File: config.mk
export PLATFORM = sky130hd
export DESIGN_NAME = fir_inverse_filter
export DESIGN_NICKNAME = d
export VERILOG_FILES = /design/src/rtl/fir_inverse_filter.sv
export SDC_FILE = /design/constraint.sdc
export NUM_CORES = 1
export LEC_CHECK = 0
export ABC_AREA = 1
export ABC_CLOCK_PERIOD_IN_PS = 9250
export CELL_PAD_IN_SITES_DETAIL_PLACEMENT = 1
export CELL_PAD_IN_SITES_GLOBAL_PLACEMENT = 1
export CORE_ASPECT_RATIO = 1.1
export CORE_MARGIN = 4
export CORE_UTILIZATION = 46
export CTS_CLUSTER_DIAMETER = 120
export CTS_CLUSTER_SIZE = 8
export DETAILED_ROUTE_END_ITERATION = 6
export HOLD_SLACK_MARGIN = 0.06
export MAX_ROUTING_LAYER = met4
export PLACE_DENSITY_LB_ADDON = 0.1
export SKIP_CTS_REPAIR_TIMING = 1
export SLEW_MARGIN = 20
export SYNTH_ARGS = -nofsm -noshare
export SYNTH_HDL_FRONTEND = slang
export SYNTH_SLANG_ARGS = --single-unit
File: constraint.sdc
create_clock -name clk -period 9.25 [get_ports clk]
set_clock_uncertainty 0.2 [all_clocks]
set_input_delay 0.925 -clock clk [delete_from_list [all_inputs] [get_ports clk]]
set_output_delay 0.925 -clock clk [all_outputs]
set_load 0.05 [all_outputs]
File: src/rtl/fir_inverse_filter.sv
// Recursive decoder for the 6-tap transposed FIR: a[n] = (b[n] - sum c_k*a[n-k]) >>> SHIFT, one shared multiplier.
// Optional saturation-event counter enabled by defining FIR_INV_SAT_CNT_EN.
module fir_inverse_filter #(
  parameter int SHIFT = 12
) (
  input  logic               clk,
  input  logic               reset,
  input  logic               in_valid,
  output logic               in_ready,
  input  logic signed [25:0] in_data,
  input  logic signed [13:0] c1,
  input  logic signed [13:0] c2,
  input  logic signed [13:0] c3,
  input  logic signed [13:0] c4,
  input  logic signed [13:0] c5,
  output logic               out_valid,
  input  logic               out_ready,
  output logic signed [15:0] out_data,
  output logic               out_sat,
  output logic [15:0]        sat_count
);

  localparam int ACC_W = 34;

  typedef enum logic [1:0] {IDLE, MAC, OUT} state_t;

  state_t                  state_q, state_d;
  logic signed [ACC_W-1:0] acc_q, acc_d;
  logic [2:0]              k_q, k_d;
  logic [4:0][15:0]        h_q, h_d;
  logic [4:0][13:0]        c_q, c_d;
  logic                    in_ready_q, in_ready_d;
  logic                    out_valid_q, out_valid_d;
  logic [15:0]             out_data_q, out_data_d;
  logic                    out_sat_q, out_sat_d;

  logic signed [15:0]      mul_h;
  logic signed [13:0]      mul_c;
  logic signed [29:0]      prod;
  logic signed [ACC_W-1:0] acc_mac;
  logic signed [ACC_W-1:0] acc_shr;
  logic [15:0]             res_data;
  logic                    res_sat;

  // Tap select for the shared 16x14 multiplier; k is 1..5 while in MAC.
  always_comb begin
    // NOTE: every combinational output gets a default first so no path leaves it unassigned (no latch).
    mul_h = '0;
    mul_c = '0;
    case (k_q)
      3'd1: begin mul_h = h_q[0]; mul_c = c_q[0]; end
      3'd2: begin mul_h = h_q[1]; mul_c = c_q[1]; end
      3'd3: begin mul_h = h_q[2]; mul_c = c_q[2]; end
      3'd4: begin mul_h = h_q[3]; mul_c = c_q[3]; end
      3'd5: begin mul_h = h_q[4]; mul_c = c_q[4]; end
      default: ;
    endcase
  end

  assign prod    = 30'(mul_h) * 30'(mul_c);
  assign acc_mac = acc_q - ACC_W'(prod);
  assign acc_shr = acc_mac >>> SHIFT;

  // Clamp the floored quotient to the 16-bit signed output range.
  always_comb begin
    res_data = acc_shr[15:0];
    res_sat  = 1'b0;
    if (acc_shr > 34'sd32767) begin
      res_data = 16'h7fff;
      res_sat  = 1'b1;
    end else if (acc_shr < -34'sd32768) begin
      res_data = 16'h8000;
      res_sat  = 1'b1;
    end
  end

  always_comb begin
    state_d     = state_q;
    acc_d       = acc_q;
    k_d         = k_q;
    h_d         = h_q;
    c_d         = c_q;
    in_ready_d  = in_ready_q;
    out_valid_d = out_valid_q;
    out_data_d  = out_data_q;
    out_sat_d   = out_sat_q;

    case (state_q)
      IDLE: begin
        if (in_valid && in_ready_q) begin
          acc_d      = ACC_W'(in_data);
          c_d        = {c5, c4, c3, c2, c1};
          k_d        = 3'd1;
          in_ready_d = 1'b0;
          state_d    = MAC;
        end
      end
      MAC: begin
        acc_d = acc_mac;
        k_d   = k_q + 3'd1;
        if (k_q == 3'd5) begin
          k_d         = 3'd0;
          out_data_d  = res_data;
          out_sat_d   = res_sat;
          out_valid_d = 1'b1;
          state_d     = OUT;
        end
      end
      OUT: begin
        // History holds what was actually emitted, i.e. the clamped value.
        if (out_ready) begin
          h_d         = {h_q[3:0], out_data_q};
          out_valid_d = 1'b0;
          in_ready_d  = 1'b1;
          state_d     = IDLE;
        end
      end
      default: begin
        state_d     = IDLE;
        in_ready_d  = 1'b1;
        out_valid_d = 1'b0;
      end
    endcase
  end

  always_ff @(posedge clk or posedge reset) begin
    // NOTE: history and coefficient latches are plain flops (not RAM), so they are cleared by reset.
    if (reset) begin
      state_q     <= IDLE;
      acc_q       <= '0;
      k_q         <= '0;
      h_q         <= '0;
      c_q         <= '0;
      in_ready_q  <= 1'b1;
      out_valid_q <= 1'b0;
      out_data_q  <= '0;
      out_sat_q   <= 1'b0;
    end else begin
      // NOTE: sequential state uses non-blocking assignment so every flop samples pre-edge values.
      state_q     <= state_d;
      acc_q       <= acc_d;
      k_q         <= k_d;
      h_q         <= h_d;
      c_q         <= c_d;
      in_ready_q  <= in_ready_d;
      out_valid_q <= out_valid_d;
      out_data_q  <= out_data_d;
      out_sat_q   <= out_sat_d;
    end
  end

  assign in_ready  = in_ready_q;
  assign out_valid = out_valid_q;
  assign out_data  = out_data_q;
  assign out_sat   = out_sat_q;

`ifdef FIR_INV_SAT_CNT_EN
  logic [15:0] sat_count_q, sat_count_d;

  // Counts delivered saturated samples; sticks at full scale.
  always_comb begin
    sat_count_d = sat_count_q;
    if (out_valid_q && out_ready && out_sat_q && (sat_count_q != 16'hffff))
      sat_count_d = sat_count_q + 16'd1;
  end

  always_ff @(posedge clk or posedge reset) begin
    if (reset) sat_count_q <= '0;
    else       sat_count_q <= sat_count_d;
  end

  assign sat_count = sat_count_q;
`else
  assign sat_count = '0;
`endif

endmodule

* Word level (Yosys, flattened, before mapping)
Index checks and enable logic that the tools add are counted.
** Storage, ports and cells
- Register bits after elaboration :: 208
- Output and inout bits :: 35
- Word-level logic and storage cells :: 65
- Input port bits :: 100
** Cells by class
- Reductions and logical operators :: 10
- Multipliers :: 1
- $add $sub $neg :: 2
- Bitwise operators :: 2
- Magnitude comparators :: 2
- Multiplexer cells :: 21
- Equality and inequality tests :: 10
** Operators by type and width (count)
- 16-bit one-hot mux with 5 select lines :: 1
- 14-bit one-hot mux with 5 select lines :: 1
- 34-bit one-hot mux with 2 select lines :: 1
- 34-bit 2-to-1 mux :: 1
- 34-bit by 30-bit subtractor with 34-bit output :: 1
- 16-bit 2-to-1 mux :: 2
- 16-bit by 14-bit multiplier with 30-bit output :: 1
- 22-bit by 16-bit > comparator with 1-bit output, second input constant :: 1
- 22-bit by 16-bit < comparator with 1-bit output, second input constant :: 1
- 3-bit AND reduction :: 3
- 2-bit AND reduction :: 4
- 3-bit by 2-bit == test with 1-bit output, second input constant :: 2
- 3-bit == test, second input constant :: 2
- 1-bit 2-to-1 mux :: 6
- 2-bit 2-to-1 mux :: 3
- 3-bit 2-to-1 mux :: 2
- 2-bit inequality test, second input constant :: 3
- 1-bit one-hot mux with 3 select lines :: 2
- 2-bit one-hot mux with 3 select lines :: 1
- 3-bit one-hot mux with 2 select lines :: 1
- 3-bit by 1-bit adder with 3-bit output, second input constant :: 1
- 3-bit by 1-bit == test with 1-bit output, second input constant :: 1
- 2-bit by 1-bit == test with 1-bit output, second input constant :: 1
- 2-bit == test, second input constant :: 1
- other kinds (4) :: 5

* Logic depth before layout (Yosys ltp)
- Depth after elaboration :: 7
- Depth in mapped cells :: 43
- Gate-level depth less buffers :: 41

* Least setup slack after synthesis
Ideal clock, no wire load.
- Kind :: register to register
- From :: register k_q[0]
- To :: register out_data_q[0], in the netlist out_data[0]
- Library setup time :: 0.118 ns
- Arrival time :: 6.886 ns
- Required time :: 8.932 ns
- Clock period less this slack :: 7.204 ns
- Slack :: 2.046 ns
- Buffers on the path :: 3
- Stages on the path, launching flop included :: 35
- Path through :: dfrtp_1 > nand2_1 > inv_1 > ha_1 > clkbuf_1 > nand2_1 > o21ai_0 > nor3_1 > buf_2 > nor2_1 > fa_1 > inv_1 > fa_1 > inv_1 > fa_1 > inv_1 > fa_1 > fa_1 > inv_1 > fa_1 > inv_1 > ha_1 > nand2_1 > nor2_1 > nand2_1 > nor2_1 > nand4_1 > nand3_1 > xor2_2 > inv_1 > nand2_2 > buf_6 > nand2_1 > nand2_1 > nand2_1
** Between the ends
- Word-level cells in the longest chain between the ends :: 7
- Elaborated cells between the ends (all ways) :: 14
- Those cells by class :: add/sub: 1; mul: 1; order compare: 2; eq/ne: 5; mux: 4; reduce/logical: 1
** RTL lines
- from (decl) :: RTL line 29 : logic [2:0] k_q, k_d;
- from (signal assigned) :: RTL line 142 : k_q <= k_d;
- 3-bit == test (tied with other cells) :: RTL line 50, 101
- 16-bit one-hot mux with 5 select lines / 14-bit one-hot mux with 5 select lines (equally long branches) :: RTL line 50 : case (k_q)
- 16-bit by 14-bit multiplier with 30-bit output :: RTL line 60 : assign prod = 30'(mul_h) * 30'(mul_c);
- 34-bit by 30-bit subtractor with 34-bit output :: RTL line 61 : assign acc_mac = acc_q - ACC_W'(prod);
- 22-bit by 16-bit < comparator with 1-bit output :: RTL line 71 : end else if (acc_shr < -34'sd32768) begin
- 16-bit 2-to-1 mux :: RTL line 71
- 16-bit 2-to-1 mux :: RTL line 68 : if (acc_shr > 34'sd32767) begin
- to (signal assigned) :: RTL line 147 : out_data_q <= out_data_d;
- to (decl) :: RTL line 34 : logic [15:0] out_data_q, out_data_d;
Parallel ways exist; a longest one is shown, timed or not.
A chain may end at the register's enable or synchronous reset.

* Worst setup path in the final report
- From :: register k_q[0]
- To :: register out_data_q[12], in the netlist out_data[12]
Same word-level chain as after synthesis.

==> impl_metrics.env <==
export IMPL_cts_root_buf="clkbuf_16"
export IMPL_port_buffers=118
export IMPL_grt_start_max_net_pins=109
export IMPL_drc=0
export IMPL_dpl_cell_area_um2=21700
export IMPL_die_y_um=226
export IMPL_cp_startpoint="k_q[0]"
export IMPL_crit_path_start_kind="register"
export IMPL_synth_edf_count=0
export IMPL_timing_rr_end="out_data[12]"
export IMPL_yosys_warnings=0
export IMPL_slowest_delay_ns=0.57
export IMPL_grt_pass1_wl_mm=104
export IMPL_final_area_um2=22500
export IMPL_cts_sinks=208
export IMPL_antenna_found_initial=0
export IMPL_reg2regPathDepth=33
export IMPL_mostFrequentLayoutCells="nand2_1 (653), inv_1 (551), fa_1 (263)"
export IMPL_crit_arrival_ns=9.05
export IMPL_holdPathEnd="c_q[26]"
export IMPL_slew_viol_final=0
export IMPL_cp_end_kind="register"
export IMPL_layout_commonest_cell="nand2_1"
export IMPL_yosys_area_top_type="fa_1"
export IMPL_hp_class="reg2reg"
export IMPL_initial_core_util=0.467
export IMPL_min_period_over_period=0.951
export IMPL_clockBufferDepth=3
export IMPL_regToRegSetupSlack_ns=0.45
export IMPL_rows=79
export IMPL_grt_pass1_vias=18700
export IMPL_maxSlewHeadroom=0.246
export IMPL_critPathMaxFanout=16
export IMPL_async_flop_share=1.00
export IMPL_htreeDepth=1
export IMPL_pin_count=135
export IMPL_maxCapViolCount=0
export IMPL_drt_total_wl_mm=64.5
export IMPL_clock_latency_ns=0.57
export IMPL_avgSynthCellArea_um2=7.93
export IMPL_area_growth_pct=13.7
export IMPL_synth_top_cell_area_share=0.266
export IMPL_place_congestion=0.956
export IMPL_grt_total_usage=0.295
export IMPL_critPathMostFrequentCell="inv_1"
export IMPL_ys_ff_latch=208
export IMPL_r2r_start="k_q[0]"
export IMPL_min_period_ns=8.80
export IMPL_critPathKind="reg2reg"
export IMPL_gr_total_overflow=0
export IMPL_num_antenna_cells=0
export IMPL_die_area_um2=46500
export IMPL_post_drt_wl_per_cell_um=20.2
export IMPL_layout_drive_gt1_share=0.0460
export IMPL_syn_area_um2=19800
export IMPL_worstHoldStart="c_q[26]"
export IMPL_hold_violations=0
export IMPL_setup_viol=0
export IMPL_outcome="finished, final reports clean"
export IMPL_die_w_um=206
export IMPL_worst_pin_slew_ns=1.12
export IMPL_drtIter0Drc=888
export IMPL_vias_per_cell=5.16
export IMPL_synthTopCellsByArea="fa_1 (27%), dfrtp_1 (26%), nand2_1 (12%)"
export IMPL_nets=3070
export IMPL_cts_tree="yes"
export IMPL_clk_pin_slew_ns=0.05
export IMPL_synthCells=2497
export IMPL_synthDistinctLibCells=47
export IMPL_synth_flop_cell="dfrtp_1"
export IMPL_cts_buffers=29
export IMPL_hold_depth=2
export IMPL_worst_path_max_delay_cell="fa_1"
export IMPL_critical_path_required_ns=9.50
export IMPL_core_area_um2=42400
export IMPL_seq_area_frac_synth=0.263
export IMPL_dp_hpwl_mm=52.6
export IMPL_ant_nets=0
export IMPL_max_freq_mhz=114
export IMPL_first_pass_iters=4
export IMPL_dr_total_vias=16500
==> routing by layer <==
layer / track usage / share of wire / vias up
li1: - / - / 7626
met1: 0.365 / 0.42 / 8367
met2: 0.498 / 0.49 / 373
met3: 0.0432 / 0.049 / 132
met4: 0.103 / 0.041 / 0
met5: - / 0 / -
==> state kept, by name, indices dropped and copies added (netlist names) <==
signal / cells
h_q: 80
c_q: 70
acc_q: 34
out_data: 16
k_q: 3
state_q: 2
in_ready: 1
out_sat: 1
out_valid: 1
==> worst max-delay path by stage <==
stage	cells past startpoint	end	slack, ns
after floorplan	34	out_data[0]	2.05
after global placement	32	out_data[9]	0.09
after detailed placement	32	out_data[8]	0.29
after CTS	32	out_data[5]	0.24
after global routing	33	out_data[5]	-0.008
final	33	out_data[12]	0.45
==> layout make-up <==
| class | count | area (um2) |
|---|---|---|
| Fill cell | 5189 | 19900 |
| Multi-Input combinational cell | 1643 | 12100 |
| Clock buffer | 41 | 771 |
| Sequential cell | 208 | 5210 |
| Tap cell | 567 | 709 |
| Inverter | 569 | 2150 |
| Timing Repair Buffer | 170 | 1580 |
==> synth_stat cells (all sizes together), types with 10 or more instances <==
cell    instances
nand2         660
inv           558
fa            263
nor2          230
dfrtp         207
o21ai         141
ha             86
a21oi          74
buf            48
clkbuf         44
nand3          44
nor3           25
o22ai          23
xnor2          16
xor2           15
o211ai         12
clkinv         11
a221oi         10
==> metrics by stage <==
step,setup slack (ns),hold slack (ns),setup TNS (ns),instances,utilization
CTS,0.236,0.281,0,3198,0.531
floorplan,2.05,0.249,0,2512,-
finish,0.452,0.283,0,3198,0.531
global placement,0.0851,0.262,0,3157,0.513
global route,-0.00792,0.305,-0.00792,3198,0.531
detailed placement,0.289,0.267,0,3157,0.513
==> logic make-up (layout without fill, tap and decap cells) <==
family,Yosys count,count (layout),synth area share
flops,208,208,0.263
simple gates,968,968,0.193
other cells,1,16,0.000189
buf+inv,661,780,0.131
fa+ha+maj,349,349,0.320
xor+xnor,31,31,0.0141
compound gates,279,279,0.0786
==> worst max-delay path: cells and delay by family (launching register included) <==
family	cells	cell delay [ns]
DFF	1	0.43
AOI/OAI and AO/OA	3	0.98
buffers and inverters	11	1.37
xor gates and xnor gates	1	0.26
and+or+nand+nor	10	1.55
adders and majority gates	8	3.90
Power is not shown: default switching activity piles up to over one toggle a cycle in this logic, so the estimate is an artifact.
